**config.mk**
```make
export PLATFORM = sky130hd
export DESIGN_NAME = spi_shift_engine
export DESIGN_NICKNAME = d
export VERILOG_FILES = /design/src/rtl/spi_shift_engine.sv
export SDC_FILE = /design/constraint.sdc
export NUM_CORES = 1
export LEC_CHECK = 0
export BUFFER_PORTS_ARGS = -buffer_cell sky130_fd_sc_hd__buf_2
export CORE_ASPECT_RATIO = 1.2
export CORE_MARGIN = 4
export CORE_UTILIZATION = 47
export DETAILED_ROUTE_END_ITERATION = 12
export PLACE_DENSITY = 0.73
export SETUP_SLACK_MARGIN = 0.3
export SYNTH_ARGS = -nofsm -noshare
export SYNTH_HDL_FRONTEND = slang
export SYNTH_SLANG_ARGS = --single-unit
```
**constraint.sdc**
```tcl
create_clock -name PCLK -period 7 [get_ports PCLK]
set_input_delay 1.05 -clock PCLK [delete_from_list [all_inputs] [get_ports PCLK]]
set_output_delay 1.05 -clock PCLK [all_outputs]
set_load 0.01 [all_outputs]
```
**src/rtl/spi_shift_engine.sv**
```systemverilog
// spi_shift_engine
// Parametrised SPI data-path shifter. The SPI control FSM supplies SCLK edge
// strobes plus start/abort; the received word and its valid pulse go to the
// APB register file.
//
// state     | meaning
// ----------+------------------------------------------------------------
// ST_IDLE   | waiting for start; mosi holds its last bit, events ignored
// ST_ACTIVE | shifting; sample/shift events act on the latched config
// ST_DONE   | one cycle; rx_valid high, start may launch the next transfer

module spi_shift_engine #(
    parameter int MAX_WIDTH = 16,
    parameter int CNT_W     = $clog2(MAX_WIDTH + 1)
) (
    input  logic                 PCLK,
    input  logic                 PRESETn,
    input  logic                 start,
    input  logic                 abort,
    input  logic [CNT_W-1:0]     xfer_len,
    input  logic                 lsbfe,
    input  logic                 cpha,
    input  logic                 cpol,
    input  logic                 posedge_sclk_event,
    input  logic                 negedge_sclk_event,
    input  logic                 miso,
    input  logic [MAX_WIDTH-1:0] tx_data,
    output logic                 mosi,
    output logic [MAX_WIDTH-1:0] rx_data,
    output logic                 rx_valid,
    output logic                 busy
);

    localparam logic [CNT_W-1:0] LP_MAX_LEN = CNT_W'(MAX_WIDTH);
    localparam logic [CNT_W-1:0] LP_ONE     = CNT_W'(1);

    typedef enum logic [1:0] {
        ST_IDLE   = 2'd0,
        ST_ACTIVE = 2'd1,
        ST_DONE   = 2'd2
    } state_t;

    state_t               r_state;
    state_t               w_state_nxt;

    logic [MAX_WIDTH-1:0] r_tx;
    logic [MAX_WIDTH-1:0] r_rx;
    logic [MAX_WIDTH-1:0] r_rx_data;
    logic [CNT_W-1:0]     r_len;
    logic [CNT_W-1:0]     r_cnt;
    logic                 r_lsbfe;
    logic                 r_cpha;
    logic                 r_cpol;
    logic                 r_mosi;

    logic [CNT_W-1:0]     w_len_in;
    logic [CNT_W-1:0]     w_bit_idx;
    logic                 w_lead;
    logic                 w_trail;
    logic                 w_sample_ev;
    logic                 w_shift_ev;
    logic                 w_active;
    logic                 w_do_sample;
    logic                 w_do_shift;
    logic                 w_finish;
    logic                 w_launch;
    logic                 w_first_bit;

    // Variable bit select kept as a compare loop so the index width never
    // has to match the word width exactly.
    function automatic logic f_bit(input logic [MAX_WIDTH-1:0] v,
                                   input logic [CNT_W-1:0]     idx);
        f_bit = 1'b0;
        for (int i = 0; i < MAX_WIDTH; i++) begin
            if (CNT_W'(i) == idx) f_bit = v[i];
        end
    endfunction

    // Zero or oversize lengths fall back to a full-width transfer.
    assign w_len_in = ((xfer_len == '0) || (xfer_len > LP_MAX_LEN)) ? LP_MAX_LEN : xfer_len;

    assign w_lead      = r_cpol ? negedge_sclk_event : posedge_sclk_event;
    assign w_trail     = r_cpol ? posedge_sclk_event : negedge_sclk_event;
    assign w_sample_ev = r_cpha ? w_trail : w_lead;
    assign w_shift_ev  = r_cpha ? w_lead  : w_trail;

    // Bit k of the transfer: same position for the outgoing and incoming word.
    assign w_bit_idx   = r_lsbfe ? r_cnt : (r_len - LP_ONE - r_cnt);

    assign w_active    = (r_state == ST_ACTIVE);
    assign w_do_sample = w_active & w_sample_ev & (r_cnt < r_len);
    // A coincident sample wins; a shift at count 0 or len would repeat or overrun.
    assign w_do_shift  = w_active & w_shift_ev & ~w_sample_ev & (r_cnt != '0) & (r_cnt < r_len);
    assign w_finish    = w_active & (r_cnt == r_len);
    assign w_launch    = start & ~abort & (r_state != ST_ACTIVE);
    assign w_first_bit = lsbfe ? tx_data[0] : f_bit(tx_data, w_len_in - LP_ONE);

    // State register.
    always_ff @(posedge PCLK or negedge PRESETn) begin
        if (!PRESETn) r_state <= ST_IDLE;
        else          r_state <= w_state_nxt;
    end

    // Next-state logic; abort overrides everything.
    always_comb begin
        w_state_nxt = r_state;
        if (abort) begin
            w_state_nxt = ST_IDLE;
        end else begin
            case (r_state)
                ST_IDLE:   if (start)    w_state_nxt = ST_ACTIVE;
                ST_ACTIVE: if (w_finish) w_state_nxt = ST_DONE;
                ST_DONE:   w_state_nxt = start ? ST_ACTIVE : ST_IDLE;
                default:   w_state_nxt = ST_IDLE;
            endcase
        end
    end

    // Config latch, bit counter, serial in/out and result register.
    always_ff @(posedge PCLK or negedge PRESETn) begin
        if (!PRESETn) begin
            r_tx      <= '0;
            r_rx      <= '0;
            r_rx_data <= '0;
            r_len     <= '0;
            r_cnt     <= '0;
            r_lsbfe   <= 1'b0;
            r_cpha    <= 1'b0;
            r_cpol    <= 1'b0;
            r_mosi    <= 1'b0;
        end else if (abort) begin
            r_cnt <= '0;
        end else if (w_launch) begin
            r_tx    <= tx_data;
            r_len   <= w_len_in;
            r_lsbfe <= lsbfe;
            r_cpha  <= cpha;
            r_cpol  <= cpol;
            r_cnt   <= '0;
            r_rx    <= '0;
            r_mosi  <= w_first_bit;
        end else begin
            if (w_do_sample) begin
                for (int i = 0; i < MAX_WIDTH; i++) begin
                    if (CNT_W'(i) == w_bit_idx) r_rx[i] <= miso;
                end
                r_cnt <= r_cnt + LP_ONE;
            end
            if (w_do_shift) r_mosi <= f_bit(r_tx, w_bit_idx);
            if (w_finish)   r_rx_data <= r_rx;
        end
    end

    assign mosi     = r_mosi;
    assign rx_data  = r_rx_data;
    assign rx_valid = (r_state == ST_DONE);
    assign busy     = w_active;

endmodule

```
Word-level counts from Yosys, hierarchy flattened --
Cells that the tools add are included.
Operators by class: multipliers 0, $add $sub $neg 4, shift operators 0, equal/unequal tests 36, multiplexer cells 67, bitwise gates (word level) 12, divide/modulo/power cells 0, order comparisons 2, reduce and logical (&&, ||, !) cells 45
Operators by type and width (count):
- equality test 4 x 5 -> 1 bit (first input constant) | 16
- 2-to-1 mux 1 bit | 56
- AND reduction 3 bit | 17
- equality test 3 x 5 -> 1 bit (first input constant) | 8
- nonzero test 2 bit | 18
- 2-to-1 mux 16 bit | 2
- 2-to-1 mux 5 bit | 5
- equality test 2 x 5 -> 1 bit (first input constant) | 4
- logical NOT 5 bit | 3
- equality test 1 x 5 -> 1 bit (first input constant) | 2
- subtractor 5 x 1 -> 5 bit (second input constant) | 2
- bitwise AND 1 bit | 9
- 2-to-1 mux 2 bit | 3
- case mux 2 bit (3 select lines) | 1
- AND reduction 2 bit | 3
- adder 5 x 1 -> 5 bit (second input constant) | 1
- equality test 5 bit | 1
- greater-than comparator 5 bit (second input constant) | 1
- less-than comparator 5 bit | 1
- nonzero test 5 bit | 1
- subtractor 5 bit | 1
- != test 3 x 2 -> 1 bit (second input constant) | 1
- != test 3 bit (second input constant) | 1
- inverter 1 bit | 3
- other kinds (6) | 6
Storage, ports and cells: memory bits (read-only) 0, output and inout bits 19, memories kept 0, input bits 31, register bits after elaboration 64, RAM bits 0, logic and storage cells 191, latch bits 0

Longest topological paths before layout --
word-level depth 23, depth in mapped cells 10, depth with buffers taken out 9

Worst setup path before layout --
Ideal clock, no wire load.
path type input to register, start point input port xfer_len[2], end point register r_mosi (netlist: mosi), required time 6.910 ns, data arrival time 2.932 ns, path slack 3.978 ns, cell stages on the path 9, path buffers 1, library setup time 0.090 ns, cell sequence or4_1 > ha_1 > nor2b_1 > clkbuf_1 > mux2i_1 > a311oi_1 > o211a_1 > nand3_1 > o2111ai_1
On the way: longest elaborated chain between the ends 23, elaborated cells on any way between the ends 39, those cells by class 1 x add/sub; 1 x order compare; 15 x eq/ne; 19 x mux; 3 x reduce/logical
Ends and longest elaborated chain:
- start, declared | RTL line 20 | input logic [CNT_W-1:0] xfer_len,
- greater-than comparator 5 bit or logical NOT 5 bit (tied branches) | RTL line 80 | assign w_len_in = ((xfer_len == '0) || (xfer_len > LP_MAX_LEN)) ? LP_MAX_LEN : xfer_len;
- logical OR 1 bit | RTL line 80
- 2-to-1 mux 5 bit (*) | RTL line 80
- subtractor 5 x 1 -> 5 bit (*) | RTL line 96 | assign w_first_bit = lsbfe ? tx_data[0] : f_bit(tx_data, w_len_in - LP_ONE);
- logical NOT 5 bit | RTL line 75 | if (CNT_W'(i) == idx) f_bit = v[i];
- 2-to-1 mux 1 bit (15 in series) | RTL line 75
- 2-to-1 mux 1 bit (*) | RTL line 75
- 2-to-1 mux 1 bit (*) | RTL line 96
- 2-to-1 mux 1 bit (*) | RTL line 133 | end else if (w_launch) begin
- end signal, assigned | RTL line 141 | r_mosi <= w_first_bit;
- end signal, assigned | RTL line 149 | if (w_do_shift) r_mosi <= f_bit(r_tx, w_bit_idx);
- end, declared | RTL line 54 | logic r_mosi;
Mark *: on every way between the ends. The rest lies on a longest branch, timed or not. A chain may end at the register's enable or synchronous reset.

Worst setup path after layout --
start point register r_cnt[0], end point register r_mosi (netlist: mosi)
On the way: longest elaborated chain between the ends 21, elaborated cells on any way between the ends 42, those cells by class 1 x add/sub; 1 x order compare; 15 x eq/ne; 19 x mux; 2 x bitwise; 4 x reduce/logical
Ends and longest elaborated chain:
- start, declared | RTL line 50 | logic [CNT_W-1:0] r_cnt;
- start signal, assigned | RTL line 147 | r_cnt <= r_cnt + LP_ONE;
- subtractor 5 bit | RTL line 88 | assign w_bit_idx = r_lsbfe ? r_cnt : (r_len - LP_ONE - r_cnt);
- 2-to-1 mux 5 bit | RTL line 88
- logical NOT 5 bit | RTL line 75
- 2-to-1 mux 1 bit (16 in series) | RTL line 75
- 2-to-1 mux 1 bit | RTL line 149
- 2-to-1 mux 1 bit | RTL line 133
Parallel ways exist; a longest one is shown, timed or not. The select of a mux whose other input is x is not followed.

==> results by group <==
Timing
  – Final Cycle Share: 0.441
  – Max Fclk: 324 MHz
  – Count of final setup violators: 0
  – Slew Viols, Final: 0
  – Worst slew margin: 0.306
  – Worst slew pin tran: 1.01 ns
  – Final min period: 3.08 ns
  – Final hold violations: 0
  – Fin Setup TNS: 0 ns
  – Final Skew: 0.00994 ns
  – RSZ-0062 raised after global routing: no

Global route
  – Largest net degree at the start of global routing: 65
  – Grt total ovfl: 0
  – Vias in the first global route: 2771
  – GRT Overall Usage: 0.189
  – First-pass GRT wire length: 13200 um
  – Initial antenna violation count: 0

Power
  – Logic pwr share: 0.252
  – Flop pwr share: 0.401
  – Max VDD drop: 162 uV
  – P_int: 730 uW
  – Clock share of power: 0.347
  – P_leak: 0.00199 uW
  – Tot Pwr: 1070 uW
  – PwrDens: 263 mW/mm2
  – Switching Share: 0.320
  – Net Sw Power: 343 uW

Clock network
  – Clock sink count: 64
  – CTS Buf Count: 9
  – Quantity of hold-fixing buffers added after cts: 0
  – CTS resizes: 0
  – Clk_lat worst skew: 0.35 ns
  – Clock root buffer: clkbuf_8
  – CTS tree: yes
  – Setup Buffers After CTS: 0
  – Clk pin slew, worst setup/hold paths: 0.07 ns
  – H-tree depth: 3
  – Deepest clock path buffer count: 2

Synthesis
  – Yosys reg bits: 64
  – Post-synth ARST share: 1.00
  – Seq/Total Area, Yosys: 0.449
  – Mapped Nets: 412
  – Dominant cells by area after synthesis: dfrtp_1, nand2_1, mux2_2
  – Syn Inst Count: 368
  – Synth top cells by count: nand2_1, dfrtp_1, inv_1, mux2_2
  – Top cell type's share of synthesized area: 0.449
  – Synth Warn #: 0
  – Mean post-synth cell area: 9.69 um2
  – Post-synth EDFFs: 0
  – Top-count cell post-synth: nand2_1
  – Leading area contributor after synthesis: dfrtp_1
  – Top FF cell, synth: dfrtp_1
  – Synth unique cells: 54
  – Cell area after synthesis: 0.00357 mm2

Placed design
  – Detail Placement HPWL: 5780 um
  – Final Wtd Congestion: 0.861
  – Placed insts: 491
  – Port buffer count: 49
  – Post-DP Area: 0.00385 mm2

Setup path
  – CP endpoint kind: register
  – R2r endpoint: mosi
  – Reg-to-reg startpoint: r_cnt[0]
  – CP arrival: 3.31 ns
  – FF-to-FF path depth: 9
  – Flop2flop setup slack: 3.92 ns
  – Worst EP required: 7.22 ns
  – CP Max Fanout: 15
  – CP startpoint kind: register
  – Kind of critical path: register to register

Finish
  – Nets: 456
  – Finished Cell Area: 0.00409 mm2
  – Area Growth Syn to Fin: 14.6%
  – # fillers: 677
  – Diode count: 0
  – Share of cells above drive strength 1: 0.223
  – Non-filler cells, final: 507

Drt
  – Total Routed Length: 7920 um
  – Highest metal used: met4
  – Detail Route met2 WL: 3970 um
  – Starting DRT DRC Count: 132
  – Residual DRC: 0
  – WL met1: 3480 um
  – Antenna-violating nets left: 0
  – Wirelength per Cell: 15.6 um
  – DR WL met3: 300 um
  – Vias per inst: 5.65
  – Vias after detailed routing: 2865
  – Drt pass-1 iters: 4

Floorplan
  – Die W: 87.5 um
  – Die height: 103 um
  – Standard-cell row count: 34
  – Core area: 0.00732 mm2
  – # IOs: 50
  – Initial core utilization: 0.488
  – Die footprint: 0.00905 mm2

Job
  – Max-cap viol count: 0

Min path
  – Hold Crit Start: rx_data[15]
  – Worst min path class: register to register
  – WHS Endpoint: rx_data[15]
  – Hold Path Stages: 2

Run status
  – Status: finished clean
## cell type report
class | instances | area (um2) | area share
multi-input cells | 268 | 1800 | 0.441
flip-flops and latches | 64 | 1600 | 0.392
repair buffers | 52 | 268 | 0.0655
clock buffers | 11 | 151 | 0.0370
well taps | 90 | 113 | 0.0275
clock inverters | 5 | 86.3 | 0.0211
inverters | 17 | 63.8 | 0.0156
## per-layer routing
| layer | vias to the layer above | GRT usage |
|---|---|---|
| met5 | - | 0 |
| met3 | 14 | 0.0460 |
| met2 | 71 | 0.309 |
| met1 | 1381 | 0.240 |
| met4 | 0 | 0.0779 |
| li1 | 1399 | - |
## power groups by stage
stage	Combinational, uW	Clock (uW)	Sequential [uW]
2_1_floorplan	208	0	428
3_3_place_gp	262	0	436
3_5_place_dp	270	0	437
4_1_cts	272	380	430
5_1_grt	303	399	435
6_report	271	373	430
## layout by cell type (no fill, tap or decap), drive strengths merged, types with 2 or more instances in the layout
cell / n
nand2: 65
dfrtp: 64
buf: 52
inv: 19
mux2: 17
a21oi: 14
nor2: 14
o211ai: 14
mux2i: 14
o21ai: 13
ha: 12
nor3: 12
o31ai: 11
clkbuf: 11
nand4: 8
nand2b: 7
nor2b: 7
o21a: 6
a211oi: 6
nor4b: 6
xnor2: 4
xor2: 4
nand3: 4
nor3b: 4
or3: 3
nand3b: 2
bufinv: 2
## registers in the layout, indices dropped and copies added, names as in the netlist
name	flops
mosi	1
r_cpol	1
r_tx	16
r_len	5
r_state	2
rx_data	16
r_lsbfe	1
r_cnt	5
r_cpha	1
r_rx	16
## through the flow
stage | utilization | hold WS, ns | setup WS [ns]
6_report | 0.559 | 0.472 | 3.92
5_1_grt | 0.559 | 0.496 | 3.68
4_1_cts | 0.559 | 0.480 | 3.90
3_5_place_dp | 0.526 | 0.463 | 3.59
3_3_place_gp | 0.526 | 0.459 | 3.72
2_1_floorplan | - | 0.437 | 3.98
## worst max-delay path, cell delays in order (launching register included)
cell	delay, ns
dfrtp_1	0.44
inv_1	0.12
ha_1	0.22
fa_1	0.46
mux2i_2	0.76
mux2i_1	0.36
o2bb2ai_1	0.14
o22ai_1	0.09
a211oi_1	0.21
o2111ai_1	0.15
## worst max path at each step
| stage | startpoint | endpoint | slack [ns] |
|---|---|---|---|
| floorplan | xfer_len[2] | mosi | 3.98 |
| global placement | xfer_len[3] | mosi | 3.72 |
| detailed placement | xfer_len[3] | mosi | 3.59 |
| CTS | r_cnt[0] | mosi | 3.90 |
| global route | r_cnt[0] | mosi | 3.68 |
| finish | r_cnt[0] | mosi | 3.92 |
## logic make-up after synthesis
| group | after synthesis | share of synthesized area |
|---|---|---|
| adder cells (fa/ha/maj) | 13 | 0.0477 |
| AO/OA/AOI/OAI | 77 | 0.148 |
| buffers and inverters | 36 | 0.0452 |
| multiplexers | 31 | 0.0940 |
| AND/OR/NAND/NOR | 139 | 0.197 |
| XOR/XNOR | 8 | 0.0196 |
| flip-flops | 64 | 0.449 |
Power figures use the tool's default switching activity.
